**src/rtl/multdiv_pkg.sv**
```systemverilog
// Shared types and helpers for the sequential multiply/divide unit.
// twos_neg works on NEG_W bits; callers size-cast in and out, so WIDTH is limited to NEG_W/2.
package multdiv_pkg;

    typedef enum logic [1:0] {
        IDLE,
        MUL,
        DIV,
        DONE
    } state_t;

    localparam logic OP_MUL = 1'b0;
    localparam logic OP_DIV = 1'b1;

    localparam int NEG_W = 128;

    function automatic logic [NEG_W-1:0] twos_neg(input logic [NEG_W-1:0] v);
        return ~v + NEG_W'(1);
    endfunction

endpackage

```
**src/rtl/mdu_iter_counter.sv**
```systemverilog
// Iteration counter for the multiply/divide unit: sync clear, enable, flag at WIDTH.
module mdu_iter_counter #(
    parameter int WIDTH = 32
) (
    input  logic clock,
    input  logic reset,
    input  logic clear,
    input  logic enable,
    output logic terminal
);
    localparam int CNT_W = $clog2(WIDTH + 1);

    logic [CNT_W-1:0] count;

    always_ff @(posedge clock) begin
        if (reset || clear) begin
            count <= '0;
        end else if (enable) begin
            // NOTE: sequential state uses non-blocking assignments so every flop samples pre-edge values.
            count <= count + CNT_W'(1);
        end
    end

    assign terminal = (count == CNT_W'(WIDTH));

endmodule

```
**src/rtl/multdiv_seq.sv**
```systemverilog
// Sequential signed/unsigned multiply (shift-add) and divide (restoring) unit.
// One iteration per clock; results and RDY appear WIDTH+1 cycles after the start edge.
module multdiv_seq
    import multdiv_pkg::*;
#(
    parameter int WIDTH = 32
) (
    input  logic             clock,
    input  logic             reset,
    input  logic [WIDTH-1:0] data_operandA,
    input  logic [WIDTH-1:0] data_operandB,
    input  logic             ctrl_MULT,
    input  logic             ctrl_DIV,
    input  logic             ctrl_SIGNED,
    output logic [WIDTH-1:0] data_result,
    output logic [WIDTH-1:0] data_result_hi,
    output logic             data_exception,
    output logic             data_resultRDY,
    output logic             busy
);
    localparam int W2 = 2 * WIDTH;

    state_t           state, state_nxt;
    logic             op_q, signed_q, neg_res_q, neg_rem_q, b_zero_q;
    logic [WIDTH-1:0] opnd_q, rem_q;
    logic [W2-1:0]    acc_q;

    logic             start, terminal, iterate, finish;
    logic             a_neg, b_neg;
    logic [WIDTH-1:0] a_mag, b_mag;
    logic [WIDTH:0]   mul_sum, div_shift, div_diff;
    logic [W2-1:0]    prod;
    logic [WIDTH-1:0] quo, rem;
    logic             mul_exc, div_exc;

    mdu_iter_counter #(.WIDTH(WIDTH)) u_iter_counter (
        .clock    (clock),
        .reset    (reset),
        .clear    (start),
        .enable   (iterate),
        .terminal (terminal)
    );

    // A start in any state wins: it aborts a running operation or chains after DONE.
    assign start          = ctrl_MULT | ctrl_DIV;
    assign busy           = (state == MUL) || (state == DIV);
    assign data_resultRDY = (state == DONE);
    assign iterate        = busy && !terminal;
    assign finish         = busy && terminal && !start;

    always_comb begin
        // NOTE: default first so no path through this block leaves state_nxt unassigned (no latch).
        state_nxt = state;
        if (ctrl_MULT) begin
            state_nxt = MUL;
        end else if (ctrl_DIV) begin
            state_nxt = DIV;
        end else begin
            case (state)
                MUL, DIV: if (terminal) state_nxt = DONE;
                DONE:     state_nxt = IDLE;
                default:  ;
            endcase
        end
    end

    always_comb begin
        a_neg = ctrl_SIGNED & data_operandA[WIDTH-1];
        b_neg = ctrl_SIGNED & data_operandB[WIDTH-1];
        a_mag = a_neg ? WIDTH'(twos_neg(NEG_W'(data_operandA))) : data_operandA;
        b_mag = b_neg ? WIDTH'(twos_neg(NEG_W'(data_operandB))) : data_operandB;

        mul_sum   = {1'b0, acc_q[W2-1:WIDTH]} + {1'b0, opnd_q & {WIDTH{acc_q[0]}}};
        div_shift = {rem_q, acc_q[WIDTH-1]};
        div_diff  = div_shift - {1'b0, opnd_q};

        prod = neg_res_q ? W2'(twos_neg(NEG_W'(acc_q))) : acc_q;
        quo  = neg_res_q ? WIDTH'(twos_neg(NEG_W'(acc_q[WIDTH-1:0]))) : acc_q[WIDTH-1:0];
        rem  = neg_rem_q ? WIDTH'(twos_neg(NEG_W'(rem_q))) : rem_q;

        mul_exc = signed_q ? (prod[W2-1:WIDTH] != {WIDTH{prod[WIDTH-1]}})
                           : (prod[W2-1:WIDTH] != '0);
        // Only MIN / -1 yields a positive quotient magnitude of 2^(WIDTH-1).
        div_exc = signed_q & ~neg_res_q & acc_q[WIDTH-1];
    end

    always_ff @(posedge clock) begin
        if (reset) begin
            // NOTE: datapath registers are reset too, so outputs read 0 and no X reaches the pipeline.
            state          <= IDLE;
            op_q           <= OP_MUL;
            signed_q       <= 1'b0;
            neg_res_q      <= 1'b0;
            neg_rem_q      <= 1'b0;
            b_zero_q       <= 1'b0;
            opnd_q         <= '0;
            rem_q          <= '0;
            acc_q          <= '0;
            data_result    <= '0;
            data_result_hi <= '0;
            data_exception <= 1'b0;
        end else begin
            state <= state_nxt;
            if (start) begin
                op_q      <= ctrl_MULT ? OP_MUL : OP_DIV;
                signed_q  <= ctrl_SIGNED;
                neg_res_q <= a_neg ^ b_neg;
                neg_rem_q <= a_neg;
                b_zero_q  <= (data_operandB == '0);
                opnd_q    <= ctrl_MULT ? a_mag : b_mag;
                acc_q     <= {{WIDTH{1'b0}}, (ctrl_MULT ? b_mag : a_mag)};
                rem_q     <= '0;
            end else if (iterate) begin
                if (op_q == OP_MUL) begin
                    acc_q <= {mul_sum, acc_q[WIDTH-1:1]};
                end else if (!div_diff[WIDTH]) begin
                    rem_q              <= div_diff[WIDTH-1:0];
                    acc_q[WIDTH-1:0]   <= {acc_q[WIDTH-2:0], 1'b1};
                end else begin
                    rem_q              <= div_shift[WIDTH-1:0];
                    acc_q[WIDTH-1:0]   <= {acc_q[WIDTH-2:0], 1'b0};
                end
            end else if (finish) begin
                if (op_q == OP_MUL) begin
                    data_result    <= prod[WIDTH-1:0];
                    data_result_hi <= prod[W2-1:WIDTH];
                    data_exception <= mul_exc;
                end else if (b_zero_q) begin
                    data_result    <= '0;
                    data_result_hi <= '0;
                    data_exception <= 1'b1;
                end else begin
                    data_result    <= quo;
                    data_result_hi <= rem;
                    data_exception <= div_exc;
                end
            end
        end
    end

endmodule
```
**config.mk**
```make
export PLATFORM = sky130hd
export DESIGN_NAME = multdiv_seq
export DESIGN_NICKNAME = d
export VERILOG_FILES = /design/src/rtl/multdiv_pkg.sv /design/src/rtl/mdu_iter_counter.sv /design/src/rtl/multdiv_seq.sv
export SDC_FILE = /design/constraint.sdc
export NUM_CORES = 1
export LEC_CHECK = 0
export ABC_AREA = 1
export CAP_MARGIN = 0
export CORE_MARGIN = 8
export CORE_UTILIZATION = 40
export CTS_CLUSTER_SIZE = 40
export DETAILED_ROUTE_END_ITERATION = 6
export GPL_TIMING_DRIVEN = 0
export HOLD_SLACK_MARGIN = 0.15
export PLACE_DENSITY = 0.6
export SYNTH_ARGS = -nofsm -noshare
export SYNTH_HDL_FRONTEND = slang
export SYNTH_HIERARCHICAL = 1
export SYNTH_SLANG_ARGS = --single-unit
```
**constraint.sdc**
```tcl
create_clock -name clock -period 2.7 [get_ports clock]
set_input_delay 0.54 -clock clock [delete_from_list [all_inputs] [get_ports clock]]
set_output_delay 0.54 -clock clock [all_outputs]
set_load 0.1 [all_outputs]
```
======== After elaboration in Yosys (flattened, before gate mapping) ========
Cells that the tools add are included.
storage, ports and cells
  word-level logic and storage cells ...... 90
  register bits after elaboration ......... 206
  bits of input ports ..................... 69
  output and inout bits ................... 67
operators by class
  reduce and logical (&&, ||, !) cells .... 20
  equality and inequality tests ........... 7
  add/subtract/negate cells ............... 8
  muxes and demuxes ....................... 24
  bitwise operators ....................... 16
operators by type and width
  cell                     count
  $mux W32                 14
  $add A32 B1 Y32 const B  4
  $not A32 Y32             4
  $add A64 B1 Y64 const B  1
  $mux W64                 1
  $not A64 Y64             1
  $add A32 B32 Y33         1
  $sub A33 B32 Y33         1
  $and A32 B32 Y32         1
  $logic_not A32 Y1        1
  $ne A32 B32 Y1           1
  $reduce_bool A32 Y1      1
  $reduce_and A2 Y1        4
  $add A6 B1 Y6 const B    1
  $eq A6 B6 Y1 const B     1
  $mux W1                  6
  $reduce_or A2 Y1         3
  $and A1 B1 Y1            4
  $eq A2 B2 Y1 const B     2
  $mux W2                  2
  $ne A4 B4 Y1 const B     1
  $not A1 Y1               4
  $pmux W2 S2              1
  $reduce_bool A4 Y1       1
  other kinds (10)         14

======== Logic depth before layout (Yosys ltp) ========
Gate-level depths: netlist of run 1.
  depth after elaboration ................. 6
  depth in mapped cells ................... 21
  mapped depth without buffers ............ 20

======== Hierarchy ========
Netlist of run 1, hierarchy kept.
by module, submodules not included
  module            cells each  area each (µm²)  seq. area each (µm²)  times used
  multdiv_seq       2878        17184.0          4003.8                1
  mdu_iter_counter  41          310.3            120.1                 1

======== Least setup slack after synthesis of run 1 ========
OpenSTA, ideal clock, no wires.
  path kind ............................... register to register
  start point ............................. register state[0]
  end point ............................... register rem_q[10]
  buffers on the path ..................... 2
  setup time .............................. 0.070 ns
  arrival time ............................ 2.797 ns
  setup slack ............................. -0.167 ns
  data required time ...................... 2.630 ns
  stages on the path, launching flop included .. 11
  period minus slack after synthesis ...... 2.867 ns
  path through ............................ dfxtp_1 -> inv_1 -> ha_1 -> inv_1 -> nor2_1 -> inv_1 -> nor2_1 -> clkbuf_1 -> clkbuf_1 -> o211ai_1 -> a21oi_1
on the way
  longest elaborated chain between the ends .. 4
  elaborated cells on any way between the ends .. 5
  those cells by class .................... eq/ne: 2; reduce/logical: 3
ends and longest elaborated chain
  element                                       RTL line            text
  start: declaration                            multdiv_seq.sv:23   state_t state, state_nxt;
  start signal: assignment                      multdiv_seq.sv:103  state <= state_nxt;
  $eq A2 B1 Y1 or $eq A2 B2 Y1 (tied branches)  multdiv_seq.sv:46   assign busy = (state == MUL) || (state == DIV);
  $logic_or A1 B1 Y1 *                          multdiv_seq.sv:46
  via busy                                      multdiv_seq.sv:19   output logic busy
  $logic_and A1 B1 Y1 *                         multdiv_seq.sv:48   assign iterate = busy && !terminal;
  via iterate                                   multdiv_seq.sv:28   logic start, terminal, iterate, finish;
  $reduce_and A2 Y1 (no line) *                 --
  end signal: assignment                        multdiv_seq.sv:117  rem_q <= div_diff[WIDTH-1:0];
  end signal: assignment                        multdiv_seq.sv:120  rem_q <= div_shift[WIDTH-1:0];
  end: declaration                              multdiv_seq.sv:25   logic [WIDTH-1:0] opnd_q, rem_q;
The timed path passes the listed nets; every way through them passes the cells marked *.
A chain may end at the register's enable or synchronous reset.

======== Worst setup path in the final report of run 1 ========
  start point ............................. register opnd_q[27]
  end point ............................... register rem_q[31]
on the way
  longest elaborated chain between the ends .. 2
ends and longest elaborated chain
  element                   RTL line            text
  start: declaration        multdiv_seq.sv:25
  start signal: assignment  multdiv_seq.sv:110  opnd_q <= ctrl_MULT ? a_mag : b_mag;
  $sub A33 B32 Y33          multdiv_seq.sv:75   div_diff = div_shift - {1'b0, opnd_q};
  $mux W32                  multdiv_seq.sv:116  end else if (!div_diff[WIDTH]) begin
No other way between the ends.

==> flow_summary.toml, run 1 <==
[floorplan]
die_w_um = 225
initial_core_util = 0.405
die_area_mm2 = 0.0507
die_h_um = 225
core_area_mm2 = 0.0432
ios = 136
num_rows = 76

[worst_setup_path]
cp-start-kind = "register"
critPathCaptureType = "register"
r2r_slack_ns = -0.06
critical_path.slowest_cell = "a221oi_4"
worstPathCellList = "inv_1 > ha_1 > a21oi_1 > o21ai_0 > a221oi_4 > nand2_2 > nand2_4 > nand2_8 > buf_12 > or2_1 > nand3_1 > a21oi_1"
criticalPathCategory = "register to register"
cp_top_family = "compound AO/OA/AOI/OAI gates"
slowest_delay_ns = 0.44
crit_fanout = 6
cp_common_cell = "a21oi_1"
rr_endpoint = "rem_q[31]"
crit_required_ns = 3.13
crit_arrival_ns = 3.19
reg2reg_from = "opnd_q[27]"
critical_path_buf_inv_count = 2
rr_worst_depth = 12

[logic_synthesis]
syn_inst = 2919
synthArstFlopShare = 0
synth.distinct_cells = 56
synth_edf_count = 0
synth.area.top_cells = "dfxtp_1 (24%), nand2_1 (16%), a21oi_1 (7.6%)"
syn_nets = 3062
synth_top_area_cell = "dfxtp_1"
yosysWarnings = 6
ys.flop_type = "dfxtp_1"
synth_area_mm2 = 0.0175
yosysSeqAreaShare = 0.236
avgSynthCellArea_um2 = 5.99
synth_top_area_share = 0.236
synth_seq_cells = 206

[place]
hpwlAfterDp_um = 70600
gp_congestion = 1.02
numPortBuffers = 134

[power_and_ir_drop]
pwr_density_cell_mw_per_mm2 = 455
power.total_mw = 10.2
cellLeakagePower_nw = 10.1
vdd_ir_drop_max_uv = 400

[grt]
antenna_found_initial = 2
grt_overflow_total = 0
grt_use_total = 0.327
grt_max_degree = 14
grt_first_pass_wirelength_um = 126000
grt_pass1_vias = 19994

[cts]
cts_buffer_depth = 3
clockRootBuffer = "clkbuf_16"
cts.clk_slew.worst_paths_ns = 0.06
numClockSinks = 206
cts_tree = "yes"
cts_htree_levels = 1
numCtsBuffers = 27
clk_latency_ns = 0.57
ctsHoldBuffers = 0

[timing]
max_freq_ghz = 0.363
max_slew.worst_pin.slew_ns = 1.05
rsz0062_at_grt = "yes"
tns_ns = -0.584
finalSetupViolations = 18
fin_ws_ns = -0.0576
post-route-min-period_ns = 2.76
slew_viol_final = 0
slew-limit-headroom = 0.297
finalHoldViolations = 0
fin_crit_sh = 1.02
finClkSkew_ns = 0.0239

[cells_and_area]
multi_input_area_mm2 = 0.0127
fill_cells = 4474
final_common_cell = "nand2_1"
nets = 3278
area.sequential_mm2 = 0.00417
layout-drive-gt1-share = 0.144
areaGrowthSynthToFinish_pct = 27.8
layout_common_cells = "nand2_1 (720), inv_1 (320), nor2_1 (294)"

[worst_hold_path]
hold_start = "data_result[7]"
min_path_cells = 2
min_to = "data_result[7]"
min_path_type = "register to register"

[outcome]
status = "finished with violations"
violations = "setup timing"

[drt]
routedWlPerCell_um = 23.1
wirelength_um = 86400
vias = 21185
first_pass_iters = 6
viasPerCell = 5.66
ant_nets = 0
drt_iter0_drc = 2175
drc = 0

[run]
max-cap-violations = 0
==> report_power, final <==
group | internal (mW) | switching [mW] | leakage, nW
combinational | 0.901 | 1.92 | 7.92
sequential | 3.16 | 0.246 | 1.69
clock | 2.44 | 1.52 | 0.480
==> synth_stat cells, types with 15 or more instances <==
master      n
xnor2_1    50
ha_1       72
a21oi_1   265
o211ai_1   60
clkbuf_1   83
o21ai_1    31
nand3_1   162
xor2_1     66
nand2_1   759
dfxtp_1   206
a22oi_1    15
nor3_1     19
a21o_1     20
a31oi_1    28
nor2_1    326
nand4_1    40
inv_1     353
o21ai_0   170
inv_2      19
==> what timing repair did <==
action	CTS	global route
gates cloned	3	2
setup buffers	21	31
resized for setup	140	248
endpoints found under the setup margin	149	109
pin swaps	17	71
==> worst max-delay path by stage <==
stage,to,startpoint,depth (start not counted)
2_1_floorplan,rem_q[31],acc_q[31],17
3_3_place_gp,data_result[27],ctrl_DIV,11
3_5_place_dp,data_result[27],ctrl_DIV,11
4_1_cts,acc_q[59],acc_q[0],16
5_1_grt,rem_q[5],acc_q[31],19
6_report,rem_q[31],opnd_q[27],12
==> worst min-delay path, delay by kind of cell, from the launching register on <==
kind	cells	cell delay [ns]
flops	1	0.31
compound gates	1	0.05
simple gates	1	0.06
==> layer usage <==
metal,track usage,vias to the layer above,wire (um),share of wire
met1,0.437,9849,37000,0.43
met2,0.514,1081,37700,0.44
met4,0.151,0,4480,0.052
met5,0,-,0,0
li1,-,10058,-,-
met3,0.0496,197,7260,0.084
==> sequential cells by signal, indices dropped and copies added (netlist names) <==
register / flops
b_zero_q: 1
neg_res_q: 1
u_iter_counter/count: 6
opnd_q: 32
op_q: 1
acc_q: 64
state: 2
data_exception: 1
data_result: 32
neg_rem_q: 1
signed_q: 1
rem_q: 32
data_result_hi: 32
==> metrics by stage <==
stage / utilization / instances / hold WS, ns / worst slack (ns) / area, um^2
finish: 0.518 / 3742 / 0.468 / -0.0576 / 22400
global route: 0.518 / 3740 / 0.483 / -0.198 / 22400
detailed placement: 0.453 / 3638 / 0.457 / -1.17 / 19600
CTS: 0.493 / 3710 / 0.466 / -0.0141 / 21300
floorplan: - / 2919 / 0.451 / 0.000449 / 17500
global placement: 0.453 / 3638 / 0.455 / -1.20 / 19600
==> layout make-up <==
type	instances	share of cell area
Timing Repair Buffer	189	0.0822
Clock buffer	37	0.0355
Tap cell	585	0.0327
Buffer	106	0.0232
Antenna cell	2	0.000224
Multi-Input combinational cell	2223	0.567
Clock inverter	12	0.00806
Sequential cell	206	0.186
Inverter	382	0.0644
==> cell families (layout without fill, tap and decap cells) <==
logic type / Yosys count / count (layout) / synth area share
AO/OA/AOI/OAI: 661 / 661 / 0.218
XOR/XNOR: 117 / 117 / 0.0596
adder cells (fa/ha/maj): 74 / 74 / 0.0538
buffers and inverters: 491 / 726 / 0.107
flip-flops: 206 / 206 / 0.236
AND/OR/NAND/NOR: 1370 / 1371 / 0.325
other: 0 / 2 / 0
Power figures use the tool's default switching activity.
==> run 2: changes to the inputs <==
ABC_CLOCK_PERIOD_IN_PS = 2700   (was default)
==> results of run 2 <==
The final DEF is identical to that of run 1; final timing and power are the same.
